### src/rtl/sd_spi_host.sv
// SPI-mode SD card command host: sends a 6-byte command, collects R1 and an optional
// R3/R7 tail, and can read one 512-byte data block, all over a mode-0 SPI link.
module sd_spi_host #(
    parameter int CLK_DIV = 2,
    parameter int NCR_MAX = 8,
    parameter int TOK_MAX = 1024
) (
    input  logic        clk_50,
    input  logic        reset_n,
    input  logic        cmd_start,
    input  logic [5:0]  cmd_idx,
    input  logic [31:0] cmd_arg,
    input  logic [6:0]  cmd_crc,
    input  logic        resp_ext_en,
    input  logic        rd_block,
    output logic        busy,
    output logic        done,
    output logic        timeout,
    output logic [7:0]  resp_r1,
    output logic [31:0] resp_ext,
    output logic [7:0]  rd_data,
    output logic        rd_valid,
    output logic        spi_sck,
    output logic        spi_mosi,
    input  logic        spi_miso,
    output logic        spi_cs_n
);

    typedef enum logic [3:0] {
        IDLE, PRE, CMD, R1, EXT, TOK, DATA, CRC, POST, DONE
    } state_t;

    localparam logic [7:0]  DIV_LAST = 8'(CLK_DIV - 1);
    localparam logic [15:0] NCR_LAST = 16'(NCR_MAX - 1);
    localparam logic [15:0] TOK_LAST = 16'(TOK_MAX - 1);

    state_t      state_q;
    logic [7:0]  divCnt_q;
    logic [3:0]  halfCnt_q;
    logic [9:0]  cnt_q;
    logic [15:0] pollCnt_q;
    logic [5:0]  idx_q;
    logic [31:0] arg_q;
    logic [6:0]  crc_q;
    logic        extEn_q;
    logic        rdBlk_q;
    logic [7:0]  txShift_q;
    logic [7:0]  rxShift_q;
    logic        csN_q;
    logic        sck_q;
    logic        mosi_q;
    logic        busy_q;
    logic        done_q;
    logic        timeout_q;
    logic [7:0]  respR1_q;
    logic [31:0] respExt_q;
    logic [7:0]  rdData_q;
    logic        rdValid_q;

    logic [7:0]  rxByte_d;
    logic [7:0]  cmdByte_d;

    assign rxByte_d = {rxShift_q[6:0], spi_miso};

    // Command byte that follows the one whose index is in cnt_q
    always_comb begin
        cmdByte_d = 8'hFF;
        case (cnt_q[2:0])
            3'd0:    cmdByte_d = arg_q[31:24];
            3'd1:    cmdByte_d = arg_q[23:16];
            3'd2:    cmdByte_d = arg_q[15:8];
            3'd3:    cmdByte_d = arg_q[7:0];
            3'd4:    cmdByte_d = {crc_q, 1'b1};
            default: cmdByte_d = 8'hFF;
        endcase
    end

    always_ff @(posedge clk_50 or negedge reset_n) begin
        if (!reset_n) begin
            state_q   <= IDLE;
            divCnt_q  <= '0;
            halfCnt_q <= '0;
            cnt_q     <= '0;
            pollCnt_q <= '0;
            idx_q     <= '0;
            arg_q     <= '0;
            crc_q     <= '0;
            extEn_q   <= 1'b0;
            rdBlk_q   <= 1'b0;
            txShift_q <= 8'hFF;
            rxShift_q <= 8'hFF;
            csN_q     <= 1'b1;
            sck_q     <= 1'b0;
            mosi_q    <= 1'b1;
            busy_q    <= 1'b0;
            done_q    <= 1'b0;
            timeout_q <= 1'b0;
            respR1_q  <= 8'hFF;
            respExt_q <= '0;
            rdData_q  <= '0;
            rdValid_q <= 1'b0;
        end else begin
            done_q    <= 1'b0;
            rdValid_q <= 1'b0;
            case (state_q)
                IDLE: begin
                    csN_q  <= 1'b1;
                    sck_q  <= 1'b0;
                    mosi_q <= 1'b1;
                    if (cmd_start) begin
                        idx_q     <= cmd_idx;
                        arg_q     <= cmd_arg;
                        crc_q     <= cmd_crc;
                        extEn_q   <= resp_ext_en;
                        rdBlk_q   <= rd_block;
                        busy_q    <= 1'b1;
                        timeout_q <= 1'b0;
                        respR1_q  <= 8'hFF;
                        respExt_q <= '0;
                        txShift_q <= 8'hFF;
                        divCnt_q  <= '0;
                        halfCnt_q <= '0;
                        state_q   <= PRE;
                    end
                end
                DONE: state_q <= IDLE;
                default: begin
                    // Even half-periods end with a rising SCK (sample), odd ones with a falling SCK (shift)
                    if (divCnt_q == DIV_LAST) begin
                        divCnt_q  <= '0;
                        halfCnt_q <= halfCnt_q + 4'd1;
                        if (!halfCnt_q[0]) begin
                            sck_q     <= 1'b1;
                            rxShift_q <= rxByte_d;
                            if (state_q == DATA && halfCnt_q == 4'd14) begin
                                rdData_q  <= rxByte_d;
                                rdValid_q <= 1'b1;
                            end
                        end else begin
                            sck_q <= 1'b0;
                            if (halfCnt_q != 4'd15) begin
                                txShift_q <= {txShift_q[6:0], 1'b1};
                                mosi_q    <= txShift_q[6];
                            end else begin
                                txShift_q <= 8'hFF;
                                mosi_q    <= 1'b1;
                                case (state_q)
                                    PRE: begin
                                        state_q   <= CMD;
                                        csN_q     <= 1'b0;
                                        cnt_q     <= '0;
                                        txShift_q <= {2'b01, idx_q};
                                        mosi_q    <= 1'b0;
                                    end
                                    CMD: begin
                                        if (cnt_q == 10'd5) begin
                                            state_q   <= R1;
                                            pollCnt_q <= '0;
                                        end else begin
                                            cnt_q     <= cnt_q + 10'd1;
                                            txShift_q <= cmdByte_d;
                                            mosi_q    <= cmdByte_d[7];
                                        end
                                    end
                                    R1: begin
                                        if (!rxShift_q[7]) begin
                                            respR1_q  <= rxShift_q;
                                            pollCnt_q <= '0;
                                            cnt_q     <= '0;
                                            if (extEn_q) begin
                                                state_q <= EXT;
                                            end else if (rdBlk_q && rxShift_q == 8'h00) begin
                                                state_q <= TOK;
                                            end else begin
                                                state_q <= POST;
                                                csN_q   <= 1'b1;
                                            end
                                        end else if (pollCnt_q == NCR_LAST) begin
                                            respR1_q  <= rxShift_q;
                                            timeout_q <= 1'b1;
                                            state_q   <= POST;
                                            csN_q     <= 1'b1;
                                        end else begin
                                            pollCnt_q <= pollCnt_q + 16'd1;
                                        end
                                    end
                                    EXT: begin
                                        respExt_q <= {respExt_q[23:0], rxShift_q};
                                        if (cnt_q == 10'd3) begin
                                            if (rdBlk_q && respR1_q == 8'h00) begin
                                                state_q <= TOK;
                                            end else begin
                                                state_q <= POST;
                                                csN_q   <= 1'b1;
                                            end
                                        end else begin
                                            cnt_q <= cnt_q + 10'd1;
                                        end
                                    end
                                    TOK: begin
                                        if (rxShift_q == 8'hFE) begin
                                            state_q <= DATA;
                                            cnt_q   <= '0;
                                        end else if (pollCnt_q == TOK_LAST) begin
                                            timeout_q <= 1'b1;
                                            state_q   <= POST;
                                            csN_q     <= 1'b1;
                                        end else begin
                                            pollCnt_q <= pollCnt_q + 16'd1;
                                        end
                                    end
                                    DATA: begin
                                        if (cnt_q == 10'd511) begin
                                            state_q <= CRC;
                                            cnt_q   <= '0;
                                        end else begin
                                            cnt_q <= cnt_q + 10'd1;
                                        end
                                    end
                                    CRC: begin
                                        if (cnt_q == 10'd1) begin
                                            state_q <= POST;
                                            csN_q   <= 1'b1;
                                        end else begin
                                            cnt_q <= cnt_q + 10'd1;
                                        end
                                    end
                                    POST: begin
                                        state_q <= DONE;
                                        done_q  <= 1'b1;
                                        busy_q  <= 1'b0;
                                    end
                                    default: state_q <= IDLE;
                                endcase
                            end
                        end
                    end else begin
                        divCnt_q <= divCnt_q + 8'd1;
                    end
                end
            endcase
        end
    end

    assign busy     = busy_q;
    assign done     = done_q;
    assign timeout  = timeout_q;
    assign resp_r1  = respR1_q;
    assign resp_ext = respExt_q;
    assign rd_data  = rdData_q;
    assign rd_valid = rdValid_q;
    assign spi_sck  = sck_q;
    assign spi_mosi = mosi_q;
    assign spi_cs_n = csN_q;

endmodule

### config.mk
export PLATFORM = sky130hd
export DESIGN_NAME = sd_spi_host
export DESIGN_NICKNAME = d
export VERILOG_FILES = /design/src/rtl/sd_spi_host.sv
export SDC_FILE = /design/constraint.sdc
export NUM_CORES = 1
export LEC_CHECK = 0
export ABC_AREA = 1
export CORE_ASPECT_RATIO = 0.8
export CORE_UTILIZATION = 35
export DETAILED_ROUTE_END_ITERATION = 7
export PLACE_DENSITY = 0.52
export SYNTH_ARGS = -nofsm -noshare
export SYNTH_HDL_FRONTEND = slang
export SYNTH_SLANG_ARGS = --single-unit
### constraint.sdc
create_clock -name clk_50 -period 3.2 [get_ports clk_50]
set_input_delay 0.64 -clock clk_50 [delete_from_list [all_inputs] [get_ports clk_50]]
set_output_delay 0.64 -clock clk_50 [all_outputs]
set_load 0.005 [all_outputs]
==> metrics.txt, run 1 <==
status=finished, final reports clean; Rel. slew slack=0.4995; Power Total=~8.4 mW; port bufs=105; initial antenna violation count=0; die extent in x=177.1 um; Yosys warnings=0; Post-synth ARST share=1.000; Final Hold Viols=0; Longest Clk Path Bufs=2; max-cap violations=0; DIE HEIGHT=~140 um; CTS root buf=clkbuf_16; post-CTS sizing=0; fill count=2445; number of diodes=0; Arr. time, crit path=about 2.6 ns; CTS H-tree lvls=4; Setup TNS=0 ns; FF-to-FF End=resp_ext[16]; WL/cell=between 10 and 15 um; post-route antenna net violation count=0; placed cell count=around 1600; largest cells by area after synthesis=dfrtp_1 39%, nand2_1 20%, dfstp_2 7.7%, nor2_1 4.5%, inv_1 4.4%; Seq/Total Area, Yosys=0.4673; Peak VDD IR=between 0.0004 and 0.0005 V; critical setup path kind=flop to flop; final core occ=0.4455; dpl hpwl=between 15000 and 20000 um; Crit. End Element=flop; cell family with most CP delay=simple AND/OR/NAND/NOR gates; worst hold slack=0.2208 ns; post-synth top area cell=dfrtp_1; crit-path max FO=between 60 and 70; RSZ-0062 raised after global routing=false; site row count=50; Yosys reg bits=159; Setup violations, final=0; # DRC=0; Clock Sinks=159; commonest non-fill, non-tap cell in the layout=nand2_1; Leakage=~5.0 nW; Worst path slowest cell=dfrtp_1; CTS buffer count=17; worst-margin pin slew=0.7499 ns; final net count=roughly 1300; first-pass GRT wire length=38540 um; synthesized area per cell=7.303 um^2; Primary FF master, synth=dfrtp_1; EDFF count, synth=0; total global-route track usage=0.1950; Congestion Overflow GR=0; # IOs=between 100 and 150; Critical Path Source=state_q[3]; slowest stage delay, CP=about 0.49 ns; FF-to-FF path depth=9; fin crit share=0.7312; initial drt markers=approximately 630; TritonCTS clock tree=done; gpl congestion=a little under 0.9; postcts setup bufs=0; CORE AREA=around 0.024 mm^2; crit path cell chain=nor2_4, nand2_4, nand2_1, nand3_4, nor2_4, o21ai_4, buf_4, nand2_1, o21ai_1; worst skew pair latency=0.43 ns; Routed WL=23330 um; R2R setup slack=around 0.86 ns; Critical path buffers and inverters=1; CTS clk-pin slew, worst paths=~0.07 ns; total die area=0.02515 mm^2; RR Startpoint=state_q[3]; Area Growth Syn to Fin=23.11%; fin cells=1598; power per cell area=roughly 800 mW/mm^2; path type of the worst min-delay path=input port to async pin; vias in the first global route=between 7000 and 8000; Synth cell types=38; pin count of the biggest net entering global routing=74; Initial Util=0.3619; Mapped Area=~0.0086 mm^2; routed vias/inst=between 4 and 5; area fraction of the dominant cell type after synthesis=0.3908; CP startpoint kind=flop; Worst Path Required=approximately 3.5 ns; hold bufs inserted after CTS=0; final max-slew violation count=0; commonest non-fill, non-tap cells in the layout=459 x nand2_1, 134 x dfrtp_1, 104 x clkdlybuf4s50_1; Tmin final=~2.3 ns; share of layout cells above drive strength 1=0.08243; vias=between 7000 and 8000; syn_nets=1236; 1st-pass router iterations=5; fmax=0.4274 GHz; post-route clock skew=approximately 0.014 ns; post-synthesis instance total=1175
registers in the layout, indices dropped and copies added (netlist names), 4 cells and up:
register   count
arg_q         32
cnt_q         10
crc_q          7
divCnt_q       8
halfCnt_q      4
idx_q          6
pollCnt_q     16
rd_data        8
resp_ext      32
resp_r1        8
rxShift_q      8
state_q        4
txShift_q      7
kinds of logic after synthesis:
family | after synthesis | synth area share
fa+ha+maj | 10 | 0.01458
buf+inv | 147 | 0.06824
xor+xnor | 14 | 0.01429
simple gates | 698 | 0.3431
compound gates | 146 | 0.09128
mux | 1 | 0.001167
flops | 159 | 0.4673
per-stage QoR:
stage	cell area (um^2)	setup WS, ns
6_report	10560	0.8601
5_1_grt	10560	0.6626
4_1_cts	10560	0.8542
3_5_place_dp	9968	0.5213
3_3_place_gp	9968	0.5585
2_1_floorplan	8581	1.432
worst max path at each step:
stage          cells after the start       endpoint  slack, ns
3_3_place_gp                      11   resp_ext[29]       0.56
4_1_cts                            9   resp_ext[16]       0.85
5_1_grt                            9   resp_ext[16]       0.66
2_1_floorplan                     11  pollCnt_q[11]       1.43
3_5_place_dp                      11   resp_ext[30]       0.52
6_report                           9   resp_ext[16]       0.86
routing by layer:
| layer | routed length [um] | track usage | part of all wire | vias to the layer above |
|---|---|---|---|---|
| met5 | 0 | 0 | 0 | - |
| met4 | 176 | 0.04583 | 0.0075 | 0 |
| met3 | 828 | 0.02404 | 0.035 | 11 |
| met2 | 9698 | 0.2800 | 0.42 | 153 |
| met1 | 12630 | 0.3058 | 0.54 | 3465 |
| li1 | - | - | - | 3940 |
worst register-to-register path, delay by kind of cell, from the launching register on:
family	cells	cell delay, ns
flip-flops	1	0.49
AO/OA/AOI/OAI	2	0.14
AND/OR/NAND/NOR	6	1.28
buffers and inverters	1	0.32
where the power goes:
part | internal, mW | switching (mW) | leakage (nW)
combinational | 1.12 | 2.04 | 2.65
clock | 1.11 | 0.963 | 0.284
sequential | 2.72 | 0.485 | 2.03
total | 4.96 | 3.49 | 4.97
final cells by class:
class | instances | area (um^2) | share of cell area
multi-input combinational | 869 | 3993 | 0.3779
clock buffer | 17 | 425.4 | 0.04027
inverter | 110 | 415.4 | 0.03932
clock inverter | 15 | 170.2 | 0.01611
tap | 312 | 390.4 | 0.03695
sequential | 159 | 4010 | 0.3796
timing repair buffer | 116 | 1160 | 0.1098
synth_stat cells (all sizes together) (9+ instances only):
cell	instances
nand2	467
dfrtp	134
a21oi	12
nor3	9
buf	20
nand4	32
ha	10
xor2	10
dfstp	25
nand3	74
o21ai	113
inv	110
o22ai	12
nor2	115
clkbuf	17
No activity file was read; power rests on OpenSTA's default activity.
==> run 2: changes to the inputs <==
clock period = 2.3 ns   (was 3.2 ns; I/O delays follow)
==> run 2 against run 1 <==
  * Clock power increased by 45%
  * Flip-flop and latch count unchanged
  * Largest power group is now combinational logic
  * Hold slack improved by 0.25 ns
  * Register-to-register slack got worse by 0.75 ns
  * First-iteration DRC count decreased by 10%
  * Maximum frequency increased by 6.9%
  * Clock skew about the same
  * Cell count increased by 1.8%
==> metrics.txt, run 2 (synthesized netlist as in run 1, its figures left out) <==
RSZ-0062 raised after global routing=false; Final Hold Viols=0; post-route antenna net violation count=0; final net count=roughly 1400; WL/cell=14.45 um; Setup violations, final=0; 1st-pass router iterations=5; post-route clock skew=0.01349 ns; DIE HEIGHT=~140 um; most frequent CP cell=nand2_1; crit path cell chain=nor2_1, nand3_1, o21ai_0, nand2_1, nor2_1, nand3_1, nand2_1, nand2_1; vias in the first global route=about 7300; crit-path max FO=9; commonest non-fill, non-tap cells in the layout=459 x nand2_1, 134 x dfrtp_1, 104 x clkdlybuf4s50_1; Tmin final=2.189 ns; total global-route track usage=0.1955; site row count=50; max-cap violations=0; total die area=~0.025 mm^2; status=finished, final reports clean; CTS clk-pin slew, worst paths=roughly 0.07 ns; gpl congestion=0.8563; final max-slew violation count=0; Longest Clk Path Bufs=2; Clock Sinks=~160; worst skew pair latency=0.43 ns; initial antenna violation count=0; die extent in x=between 150 and 200 um; initial drt markers=between 500 and 600; TritonCTS clock tree=done; first-pass GRT wire length=between 30000 and 40000 um; RR Startpoint=cnt_q[2]; hold path start=txShift_q[1]; # DRC=0; Critical Path Source=cnt_q[2]; power per cell area=between 1000 and 1500 mW/mm^2; Setup TNS=0 ns; pin count of the biggest net entering global routing=between 60 and 70; fmax=between 0.4 and 0.5 GHz; Arr. time, crit path=2.51 ns; share of layout cells above drive strength 1=0.1020; CORE AREA=approximately 0.024 mm^2; cell family with most CP delay=simple AND/OR/NAND/NOR gates; Power Total=between 10 and 15 mW; fin crit share=0.9519; Area Growth Syn to Fin=26.38%; vias=7752; critical setup path kind=flop to flop; number of diodes=0; slowest stage delay, CP=between 0.4 and 0.5 ns; Rel. slew slack=0.5570; Crit. End Element=flop; Initial Util=0.3619; CTS root buf=clkbuf_16; # IOs=around 110; Congestion Overflow GR=0; commonest non-fill, non-tap cell in the layout=nand2_1; CTS H-tree lvls=4; port bufs=~110; Critical path buffers and inverters=0; CP startpoint kind=flop; dpl hpwl=between 15000 and 20000 um; Leakage=a little over 5 nW; routed vias/inst=4.768; Worst path slowest cell=dfrtp_1; Worst Path Required=between 2 and 3 ns; Routed WL=23500 um; Peak VDD IR=0.0006740 V; worst-margin pin slew=about 0.66 ns; path type of the worst min-delay path=flop to flop; CTS buffer count=17
## run 2: cell types whose count changed in the layout (fill, tap and decap cells not counted), sizes merged
cell	delta
dlygate4sd3	+1
bufinv	+1
clkinvlp	-2
inv	-1
clkbuf	+2
buf	+27
## run 2: power by group
part           internal (mW)  switching (mW)  total (mW)
sequential              3.78           0.582        4.37
clock                   1.71            1.31        3.01
combinational           1.78            2.99        4.77
total                   7.27            4.88        12.2
## run 2: path summary, 6_finish.rpt
check | to | slack (ns) | cells after the start
min | txShift_q[1] | 0.47 | 2
max in group asynchronous | txShift_q[2] | 1.09 | 3
max reg2reg | state_q[2] | 0.11 | 8
max | state_q[2] | 0.11 | 8
min in group asynchronous | crc_q[0] | 0.54 | 2
min reg2reg | txShift_q[1] | 0.47 | 2
## run 2: through the flow
stage / utilization / hold slack, ns / setup slack, ns / instance area [um^2] / cells
after floorplan: - / 0.1644 / 0.5323 / 8581 / 1175
after global placement: 0.4306 / 0.4363 / 0.08773 / 10210 / 1593
after detailed placement: 0.4306 / 0.4422 / 0.04320 / 10210 / 1593
after CTS: 0.4573 / 0.4698 / 0.2034 / 10840 / 1626
after global routing: 0.4574 / 0.4802 / 0.003306 / 10840 / 1626
final: 0.4574 / 0.4687 / 0.1106 / 10840 / 1626
## run 2: repair_timing
action	4_1_cts	5_1_grt
endpoints found under the hold margin	33	0
hold buffers	1	0
resized for setup	0	1
endpoints found under the setup margin	0	1
buffers inserted	0	0
## run 2: layer usage
layer / part of all wire / track usage / up-vias
met1: 0.53 / 0.2978 / 3573
met2: 0.42 / 0.2852 / 167
met4: 0.0086 / 0.04809 / 0
li1: - / - / 3997
met3: 0.044 / 0.03098 / 15
met5: 0 / 0 / -
## run 2: tightest hold or removal path: stages (launching register included)
cell and delay, ns:
dfstp_2 0.37, nand2_1 0.05, nand2_1 0.04
## run 2: layout make-up
cell class	instances	area, um^2
Fill cell	2363	12870
Sequential cell	159	4010
Multi-Input combinational cell	869	3995
Timing Repair Buffer	144	1410
Inverter	110	415.4
Clock buffer	19	452.9
Clock inverter	13	170.2
Tap cell	312	390.4
